[config.mk]
export PLATFORM = sky130hd
export DESIGN_NAME = crc16_t_flat
export DESIGN_NICKNAME = d
export VERILOG_FILES = /design/src/rtl/usb_pkg.sv /design/src/rtl/crc16_t_if.sv /design/src/rtl/crc16_byte.sv /design/src/rtl/crc16_t.sv /design/src/flat_wrapper.sv
export SDC_FILE = /design/constraint.sdc
export NUM_CORES = 1
export LEC_CHECK = 0
export BUFFER_PORTS_ARGS = -buffer_cell sky130_fd_sc_hd__buf_2
export CAP_MARGIN = 10
export CORE_MARGIN = 2
export CORE_UTILIZATION = 45
export CTS_CLUSTER_DIAMETER = 150
export DETAILED_ROUTE_END_ITERATION = 8
export PLACE_DENSITY = 0.7
export SLEW_MARGIN = 15
export SYNTH_ARGS = -nofsm -noshare
export SYNTH_HDL_FRONTEND = slang
export SYNTH_HIERARCHICAL = 1
export SYNTH_SLANG_ARGS = --single-unit
[constraint.sdc]
create_clock -name clk -period 2.5 [get_ports clk]
set_input_delay 0.5 -clock clk [delete_from_list [all_inputs] [get_ports clk]]
set_output_delay 0.5 -clock clk [all_outputs]
set_load 0.01 [all_outputs]
[src/rtl/usb_pkg.sv]
// usb_pkg: CRC16 constants and the transmit FSM state type shared by the CRC blocks.
package usb_pkg;
  localparam logic [15:0] crc_poly = 16'hA001;
  localparam logic [15:0] crc_init = 16'hFFFF;
  typedef enum logic [1:0] {IDLE, DATA, CRC_LO, CRC_HI} state_t;
endpackage

[src/rtl/crc16_t_if.sv]
// crc16_t_if: upstream (tx_lt_*) and downstream (tx_lp_*) byte streams around the CRC appender.
interface crc16_t_if;
  logic       tx_lt_sop, tx_lt_eop, tx_lt_valid, tx_lt_ready, tx_lt_cancle;
  logic [7:0] tx_lt_data;
  logic       tx_lp_sop, tx_lp_eop, tx_lp_valid, tx_lp_ready, tx_lp_cancle;
  logic [7:0] tx_lp_data;
  modport slave (
    input  tx_lt_sop, tx_lt_eop, tx_lt_valid, tx_lt_data, tx_lt_cancle, tx_lp_ready,
    output tx_lt_ready, tx_lp_sop, tx_lp_eop, tx_lp_valid, tx_lp_data, tx_lp_cancle
  );
  modport master (
    output tx_lt_sop, tx_lt_eop, tx_lt_valid, tx_lt_data, tx_lt_cancle, tx_lp_ready,
    input  tx_lt_ready, tx_lp_sop, tx_lp_eop, tx_lp_valid, tx_lp_data, tx_lp_cancle
  );
endinterface

[src/rtl/crc16_byte.sv]
// crc16_byte: next USB CRC16 register value after one byte, LSB first, reflected polynomial.
module crc16_byte
  import usb_pkg::*;
(
  input  logic [15:0] crc,
  input  logic [7:0]  data,
  output logic [15:0] crc_next
);
  always_comb begin
    crc_next = crc;
    for (int i = 0; i < 8; i++)
      crc_next = (crc_next >> 1) ^ ((crc_next[0] ^ data[i]) ? crc_poly : 16'h0000);
  end
endmodule

[src/rtl/crc16_t.sv]
// crc16_t: forwards a packet downstream and appends the inverted CRC16 of its payload.
module crc16_t
  import usb_pkg::*;
(
  input  logic        clk,
  input  logic        rst_n,
  crc16_t_if.slave    bus,
  output logic        crc_busy
);
  state_t      state;
  logic [15:0] crc, crc_next;
  logic        hs, lp_valid, fwd;
  crc16_byte u_crc (.crc(crc), .data(bus.tx_lt_data), .crc_next(crc_next));
  assign fwd      = state == IDLE || state == DATA;
  assign hs       = bus.tx_lt_valid & bus.tx_lt_ready;
  assign crc_busy = state == CRC_LO || state == CRC_HI;
  // outputs are gated by rst_n so everything reads zero while reset is held
  always_comb begin
    bus.tx_lt_ready  = fwd ? bus.tx_lp_ready : 1'b0;
    lp_valid         = (!rst_n || bus.tx_lt_cancle) ? 1'b0 :
                       state == IDLE ? bus.tx_lt_valid & bus.tx_lt_sop :
                       state == DATA ? bus.tx_lt_valid : 1'b1;
    bus.tx_lp_valid  = lp_valid;
    bus.tx_lp_sop    = lp_valid & fwd & bus.tx_lt_sop;
    bus.tx_lp_eop    = lp_valid & (state == IDLE ? bus.tx_lt_eop : state == CRC_HI);
    bus.tx_lp_data   = !lp_valid ? 8'h00 :
                       state == CRC_LO ? ~crc[7:0] :
                       state == CRC_HI ? ~crc[15:8] : bus.tx_lt_data;
    bus.tx_lp_cancle = rst_n & bus.tx_lt_cancle;
  end
  always_ff @(posedge clk or negedge rst_n) begin
    if (!rst_n) begin
      state <= IDLE;
      crc   <= crc_init;
    end else if (bus.tx_lt_cancle) begin
      state <= IDLE;
      crc   <= crc_init;
    end else begin
      case (state)
        IDLE:
          if (hs && bus.tx_lt_sop && !bus.tx_lt_eop) begin
            state <= DATA;
            crc   <= crc_init;
          end
        DATA:
          if (hs && bus.tx_lt_sop) crc <= crc_init;
          else if (hs) begin
            crc <= crc_next;
            if (bus.tx_lt_eop) state <= CRC_LO;
          end else if (!bus.tx_lt_valid && bus.tx_lt_eop) state <= CRC_LO;
        CRC_LO: if (bus.tx_lp_ready) state <= CRC_HI;
        CRC_HI: if (bus.tx_lp_ready) state <= IDLE;
        default: state <= IDLE;
      endcase
    end
  end
endmodule

[src/flat_wrapper.sv]
// flat-port wrapper written by rule: the top's interface ports become plain ports
module crc16_t_flat import usb_pkg::*;
  (clk, rst_n, crc_busy, bus_tx_lt_sop, bus_tx_lt_eop, bus_tx_lt_valid, bus_tx_lt_data, bus_tx_lt_cancle, bus_tx_lp_ready, bus_tx_lt_ready, bus_tx_lp_sop, bus_tx_lp_eop, bus_tx_lp_valid, bus_tx_lp_data, bus_tx_lp_cancle);
  crc16_t_if bus_i ();
  input  logic clk;
  input  logic rst_n;
  output logic crc_busy;
  input wire logic [$bits(bus_i.tx_lt_sop)-1:0] bus_tx_lt_sop;
  input wire logic [$bits(bus_i.tx_lt_eop)-1:0] bus_tx_lt_eop;
  input wire logic [$bits(bus_i.tx_lt_valid)-1:0] bus_tx_lt_valid;
  input wire logic [$bits(bus_i.tx_lt_data)-1:0] bus_tx_lt_data;
  input wire logic [$bits(bus_i.tx_lt_cancle)-1:0] bus_tx_lt_cancle;
  input wire logic [$bits(bus_i.tx_lp_ready)-1:0] bus_tx_lp_ready;
  output wire logic [$bits(bus_i.tx_lt_ready)-1:0] bus_tx_lt_ready;
  output wire logic [$bits(bus_i.tx_lp_sop)-1:0] bus_tx_lp_sop;
  output wire logic [$bits(bus_i.tx_lp_eop)-1:0] bus_tx_lp_eop;
  output wire logic [$bits(bus_i.tx_lp_valid)-1:0] bus_tx_lp_valid;
  output wire logic [$bits(bus_i.tx_lp_data)-1:0] bus_tx_lp_data;
  output wire logic [$bits(bus_i.tx_lp_cancle)-1:0] bus_tx_lp_cancle;
  assign bus_i.tx_lt_sop = bus_tx_lt_sop;
  assign bus_i.tx_lt_eop = bus_tx_lt_eop;
  assign bus_i.tx_lt_valid = bus_tx_lt_valid;
  assign bus_i.tx_lt_data = bus_tx_lt_data;
  assign bus_i.tx_lt_cancle = bus_tx_lt_cancle;
  assign bus_i.tx_lp_ready = bus_tx_lp_ready;
  assign bus_tx_lt_ready = bus_i.tx_lt_ready;
  assign bus_tx_lp_sop = bus_i.tx_lp_sop;
  assign bus_tx_lp_eop = bus_i.tx_lp_eop;
  assign bus_tx_lp_valid = bus_i.tx_lp_valid;
  assign bus_tx_lp_data = bus_i.tx_lp_data;
  assign bus_tx_lp_cancle = bus_i.tx_lp_cancle;
  crc16_t u_core (.clk(clk), .rst_n(rst_n), .bus(bus_i), .crc_busy(crc_busy));
endmodule
==> results of run 1 <==
-- how the worst min path moves through the flow --
stage	from	end	slack (ns)	cells past startpoint
5_1_grt	rst_n	u_core/state[1]	0.21	2
3_3_place_gp	u_core/crc[13]	u_core/crc[5]	0.51	1
6_report	rst_n	u_core/state[1]	0.21	2
4_1_cts	rst_n	u_core/state[1]	0.20	2
2_1_floorplan	rst_n	u_core/state[0]	0.20	0
3_5_place_dp	u_core/crc[12]	u_core/crc[4]	0.52	1
-- placed cells by master, fill, tap and decap left out, drive strengths merged, types with 2 or more instances in the layout --
| cell | count |
|---|---|
| xnor3 | 2 |
| clkbuf | 4 |
| inv | 3 |
| nor2b | 3 |
| dfstp | 16 |
| nor2 | 3 |
| xnor2 | 16 |
| o21ai | 8 |
| dfrtp | 2 |
| o22a | 16 |
| buf | 36 |
| xor2 | 4 |
| mux2i | 11 |
| nand2b | 4 |
| and2 | 9 |
| nand2 | 10 |
| ha | 4 |
| or4 | 2 |
-- cells by family after synthesis --
family / after synthesis / share of synthesized area [%]
AOI/OAI and AO/OA: 27 / 14.5
buffers and inverters: 15 / 6.06
DFF: 18 / 33.0
and+or+nand+nor: 37 / 15.5
xor gates and xnor gates: 22 / 19.0
muxes: 12 / 8.52
adders and majority gates: 4 / 3.51
-- sequential cells by signal, summed over array words and instances (netlist names) --
| register | cells |
|---|---|
| u_core/crc | 16 |
| u_core/state | 2 |
-- stage by stage --
step | worst slack [ns] | TNS [ns] | area (sq um) | power, mW
after floorplan | 0.393 | 0 | 1430 | 0.712
after global placement | 0.359 | 0 | 1560 | 0.819
after detailed placement | 0.246 | 0 | 1560 | 0.835
after CTS | 0.00349 | 0 | 1600 | 1.02
after global routing | -0.00734 | -0.00734 | 1680 | 1.21
final | 0.118 | 0 | 1680 | 1.12
-- metal layers --
| layer | track usage (%) | vias to the layer above | part of all wire, % |
|---|---|---|---|
| met1 | 19.8 | 532 | 44 |
| met2 | 30.9 | 26 | 51 |
| met4 | 9.21 | 0 | 0.65 |
| li1 | - | 519 | - |
| met5 | 0 | - | 0 |
| met3 | 2.81 | 2 | 3.4 |
-- power groups by stage --
stage / clock network [mW] / registers (mW) / logic [mW]
detailed placement: 0 / 0.339 / 0.496
finish: 0.179 / 0.338 / 0.607
global placement: 0 / 0.336 / 0.483
global route: 0.201 / 0.343 / 0.661
floorplan: 0 / 0.335 / 0.377
CTS: 0.189 / 0.335 / 0.500
-- layout make-up --
type / count / area, sq um
multi-input cells: 102 / 908
clock buffers: 4 / 36.3
repair buffers: 36 / 198
fillers: 257 / 1350
inverters: 3 / 11.3
well taps: 44 / 55.1
flip-flops and latches: 18 / 472
-- repair_timing --
item                       in CTS  in global routing
resized for setup               1                 10
setup endpoints to repair       8                 10
gates cloned                    0                  1
pin swaps                       0                  1
buffers inserted                0                  5
==> results.toml, run 1 <==
[status]
status = "complete, no violations"

[yosys]
synthTopCellsByArea = "dfstp_2 29%, o22a_1 9.8%, xnor2_1 8.0%, mux2i_1 7.7%, and2_1 4.0%"
ys_ff_latch = 18
ys_types = 36
synth_edf_count = 0
synth_cells = 135
synth_common_cells = "16 x dfstp_2, 16 x o22a_1, 13 x xnor2_1"
ys_seq_area_share_pct = 33.0
synth.top_cell.area_share_pct = 29.5
synthFlopType = "dfstp_2"
synth_area_sq_mm = 0.00143
syn_avg_cell_area_sq_um = 10.6
yosysWarnings = 6
async_reset_ff_share_pct = 100
synth_area_leader_cell = "dfstp_2"
syn_nets = 154

[place]
placed_cells = 197
io_buffers = 28
globalplace.congestion = 0.956
dp_hpwl_microns = 2040

[pwr]
vdd_drop_max_uv = 347
seq_power_share_pct = 30.1
p_per_area_mw_per_mm2 = 669
pwr-share-clk_pct = 16.0
p_switching_uw = 408
power_leakage_nw = 0.692
internal_power_uw = 717
switching_share_pct = 36.3
comb_power_share_pct = 54.0

[global_routing]
grt_max_degree = 20
overflow = 0
grt_pass1_wl_microns = 4630
grt_usage_pct = 17.4
grt_pass1_vias = 1085
antenna_found_initial = 0

[clock_network]
cts.sinks = 18
cts_hold_buf = 0
cts_tree = "built"
clock_latency_ns = 0.29
clk_pin_slew_worst_paths_ns = 0.10
root_buffer = "clkbuf_4"
clock_path_buffers = 2
cts_max_level = 1
cts_buffers = 3

[cells_and_area]
syn2layout_area_growth_pct = 17.9
drive_above_1_share_pct = 46.0
fin_nets = 183
utilization_pct = 55.5
stdcell_count = 207
diodes = 0

[worst_setup_path]
crit_fanout = 6
crit_arrival_ns = 1.88
reg2reg_depth = 5
crit_path_end_kind = "output port"
path_delay_family = "simple AND/OR/NAND/NOR gates"
path_cells = "inv_2, ha_4, nor2_4, a21oi_1, nor3b_2, buf_4, and2_1, buf_2"
regToRegStartpoint = "u_core/crc[3]"
endpoint = "bus_tx_lp_data[5]"
setup.worst_path.class = "reg -> out"
start_kind = "register"
path_buf_inv = 3
cp_slowest_cell = "dfrtp_2"
crit_start = "u_core/state[0]"
cp.depth = 8
r2r_slack_ns = 0.42
max_stage_delay_ns = 0.43
required_ns = 2.00
r2r-end = "u_core/crc[0]"

[die]
die_h_microns = 60.3
initial_utilization_pct = 47.1
dieArea_sq_mm = 0.00363
die_w_microns = 60.3
io_pins = 29
rows = 20
core-area_sq_mm = 0.00303

[detailed_routing]
wl_microns = 2920
wire_per_inst_microns = 14.1
drt-vias-per-instance = 5.21
detail-route-antenna-nets = 0
drc = 0
dr.pass1.iters = 4
num_vias = 1079
drtIter0Drc = 33

[sta]
fmax_mhz = 420
finalSetupViolations = 0
slew_headroom_pct = 51.9
period_needed_ns = 2.38
post-route-period-util_pct = 95.3
hold_viol = 0
fin_skew_ns = 0.00699
drv_slew = 0
tightestPinTransition_ns = 0.721
worst_hold_slack_ns = 0.205

[min_path]
hold_class = "in -> async"

[job]
cap_violations = 0
Note: power is estimated with default switching activity, not from simulation.
==> run 2, diff against run 1 <==
--- a/config.mk
+++ b/config.mk
@@ -11,9 +11,8 @@
 export CORE_UTILIZATION = 45
 export CTS_CLUSTER_DIAMETER = 150
 export DETAILED_ROUTE_END_ITERATION = 8
-export PLACE_DENSITY = 0.7
+export PLACE_DENSITY = 0.71
 export SLEW_MARGIN = 15
 export SYNTH_ARGS = -nofsm -noshare
 export SYNTH_HDL_FRONTEND = slang
-export SYNTH_HIERARCHICAL = 1
 export SYNTH_SLANG_ARGS = --single-unit
==> run 2 against run 1 <==
Compared with the run above:
- final area fell by 5.6%
- die area is 6.5% lower
- clock-buffer cell count did not move
- via count rose by 0.65%
- clock power fell by 14%
- global-route usage increased by 2.2 points
- first-iteration DRC count is 36% lower
- largest power group unchanged
==> results.toml, run 2 <==
[status]
status = "complete, no violations"

[sta]
fmax_mhz = 432
setup_tns_ns = 0
fin_skew_ns = 0.00335
hold_viol = 0
post-route-period-util_pct = 92.5
period_needed_ns = 2.31
slew_headroom_pct = 72.7
finalSetupViolations = 0
drv_slew = 0
tightestPinTransition_ns = 0.409
grt_setup_unrepaired = "false"

[place]
globalplace.congestion = 0.832
io_buffers = 28
dp_hpwl_microns = 2190

[yosys]
synth_cells = 138
synthMostInstantiatedCell = "dfstp_2"
yosysWarnings = 0
ys_seq_area_share_pct = 35.5
synth_edf_count = 0
synth_area_sq_mm = 0.00133
synth_common_cells = "16 x dfstp_2, 13 x nor2_1, 12 x a21oi_1"
synthFlopType = "dfstp_2"
synthTopCellsByArea = "dfstp_2 32%, mux2i_1 7.5%, xnor2_1 6.6%, xor2_1 5.3%, o22a_1 4.6%"
syn_avg_cell_area_sq_um = 9.61
syn_nets = 157
ys_ff_latch = 18
async_reset_ff_share_pct = 100
synth.top_cell.area_share_pct = 31.7
synth_area_leader_cell = "dfstp_2"
ys_types = 32

[die]
core-area_sq_mm = 0.00278
io_pins = 29
rows = 19
die_w_microns = 58.3
die_h_microns = 58.3
initial_utilization_pct = 47.7
dieArea_sq_mm = 0.00340

[pwr]
p_per_area_mw_per_mm2 = 576
power_leakage_nw = 0.654
vdd_drop_max_uv = 390
total_power_uw = 913

[worst_setup_path]
r2r_slack_ns = 0.45
crit_arrival_ns = 1.81
start_kind = "register"
regToRegStartpoint = "u_core.crc[1]"
crit_path_end_kind = "output port"
setup.worst_path.class = "reg -> out"
crit_fanout = 9
crit_start = "u_core.state[0]"
required_ns = 2.00

[detailed_routing]
wire_per_inst_microns = 14.7
drt-vias-per-instance = 5.40
drtIter0Drc = 21
wl_microns = 2960
detail-route-antenna-nets = 0
dr.pass1.iters = 4
num_vias = 1086
drc = 0

[global_routing]
antenna_found_initial = 0
grt_max_degree = 20
grt_pass1_wl_microns = 4990
overflow = 0
grt_usage_pct = 19.7
grt_pass1_vias = 1061

[cells_and_area]
n_fill_cell = 257
syn2layout_area_growth_pct = 19.6
reg_top3 = "u_core.crc x16, u_core.state x2"
final_common_cell = "buf_2"
largest_reg_flops = 16
fin_nets = 190
drive_above_1_share_pct = 38.8
diodes = 0
regMostFlops = "u_core.crc"
final_cell_mix = "28 x buf_2, 16 x dfstp_2, 12 x a21oi_1, 12 x nor2_1"

[min_path]
hold_class = "in -> async"

[clock_network]
cts_max_level = 1
clk_pin_slew_worst_paths_ns = 0.10
clock_latency_ns = 0.30
cts_hold_buf = 0
root_buffer = "clkbuf_4"
cts_buffers = 3
cts.sinks = 18
cts_tree = "built"
clock_path_buffers = 2

[job]
cap_violations = 0
==> run 2: power by group <==
| part | switching, mW | internal [mW] | leakage [nW] |
|---|---|---|---|
| Sequential | 0.0109 | 0.306 | 0.195 |
| Clock | 0.0919 | 0.0622 | 0.0150 |
| Combinational | 0.231 | 0.211 | 0.444 |
| Total | 0.334 | 0.579 | 0.654 |
==> run 2: timing repair <==
action | 4_1_cts | 5_1_grt
endpoints found under the setup margin | 10 | 10
pin swaps | 0 | 1
hold endpoints to repair | 0 | 0
resized for setup | 2 | 7
setup buffers | 0 | 1
==> run 2: cells by family after synthesis <==
group | count (synthesis) | share of synthesized area (%)
fa+ha+maj | 4 | 3.77
buf+inv | 10 | 2.83
mux | 10 | 7.55
xor+xnor | 23 | 19.9
flops | 18 | 35.5
compound gates | 31 | 14.3
simple gates | 42 | 16.1
==> run 2: metrics by stage <==
step                worst slack, ns  cells  area, sq um  hold WS, ns  utilization (%)
floorplan                     0.287    138         1330        0.204                -
global placement              0.330    196         1520        0.503             54.7
detailed placement            0.262    196         1520        0.502             54.7
CTS                          0.0377    200         1550        0.190             55.8
global route                 0.0264    201         1590        0.197             57.0
finish                        0.187    201         1590        0.194             57.0
==> run 2: worst paths after layout <==
kind | to | cells past startpoint
worst max-delay path | bus_tx_lp_sop | 8
worst min-delay path | u_core.state[0] | 2
worst max register to register | u_core.crc[0] | 5
worst min register to register | u_core.crc[9] | 2
max in group asynchronous | u_core.crc[7] | 2
min in group clk | u_core.state[1] | 2
==> run 2: worst max-delay path: stages, from the launching register on <==
cell and delay, ns:
dfrtp_1 0.41, inv_2 0.08, ha_4 0.20, nor2_4 0.14
a21oi_1 0.06, nor3b_2 0.19, buf_4 0.17, and3b_1 0.15
buf_2 0.12
==> run 2: cell type report <==
cell class | instances | area [sq um] | area share [%]
Sequential cell | 18 | 470 | 29.7
Tap cell | 31 | 38.8 | 2.44
Clock buffer | 4 | 26.3 | 1.66
Timing Repair Buffer | 34 | 185 | 11.7
Multi-Input combinational cell | 110 | 851 | 53.6
Inverter | 4 | 15.0 | 0.946
==> run 2: layer usage <==
metal  part of all wire [%]  up-vias  track usage, %  routed length (microns)
li1                       -      537               -                        -
met1                     47      515            25.7                     1390
met2                     47       24            31.9                     1380
met3                    3.7       10            3.30                      109
met4                    2.8        0            8.97                       82
met5                      0        -               0                        0
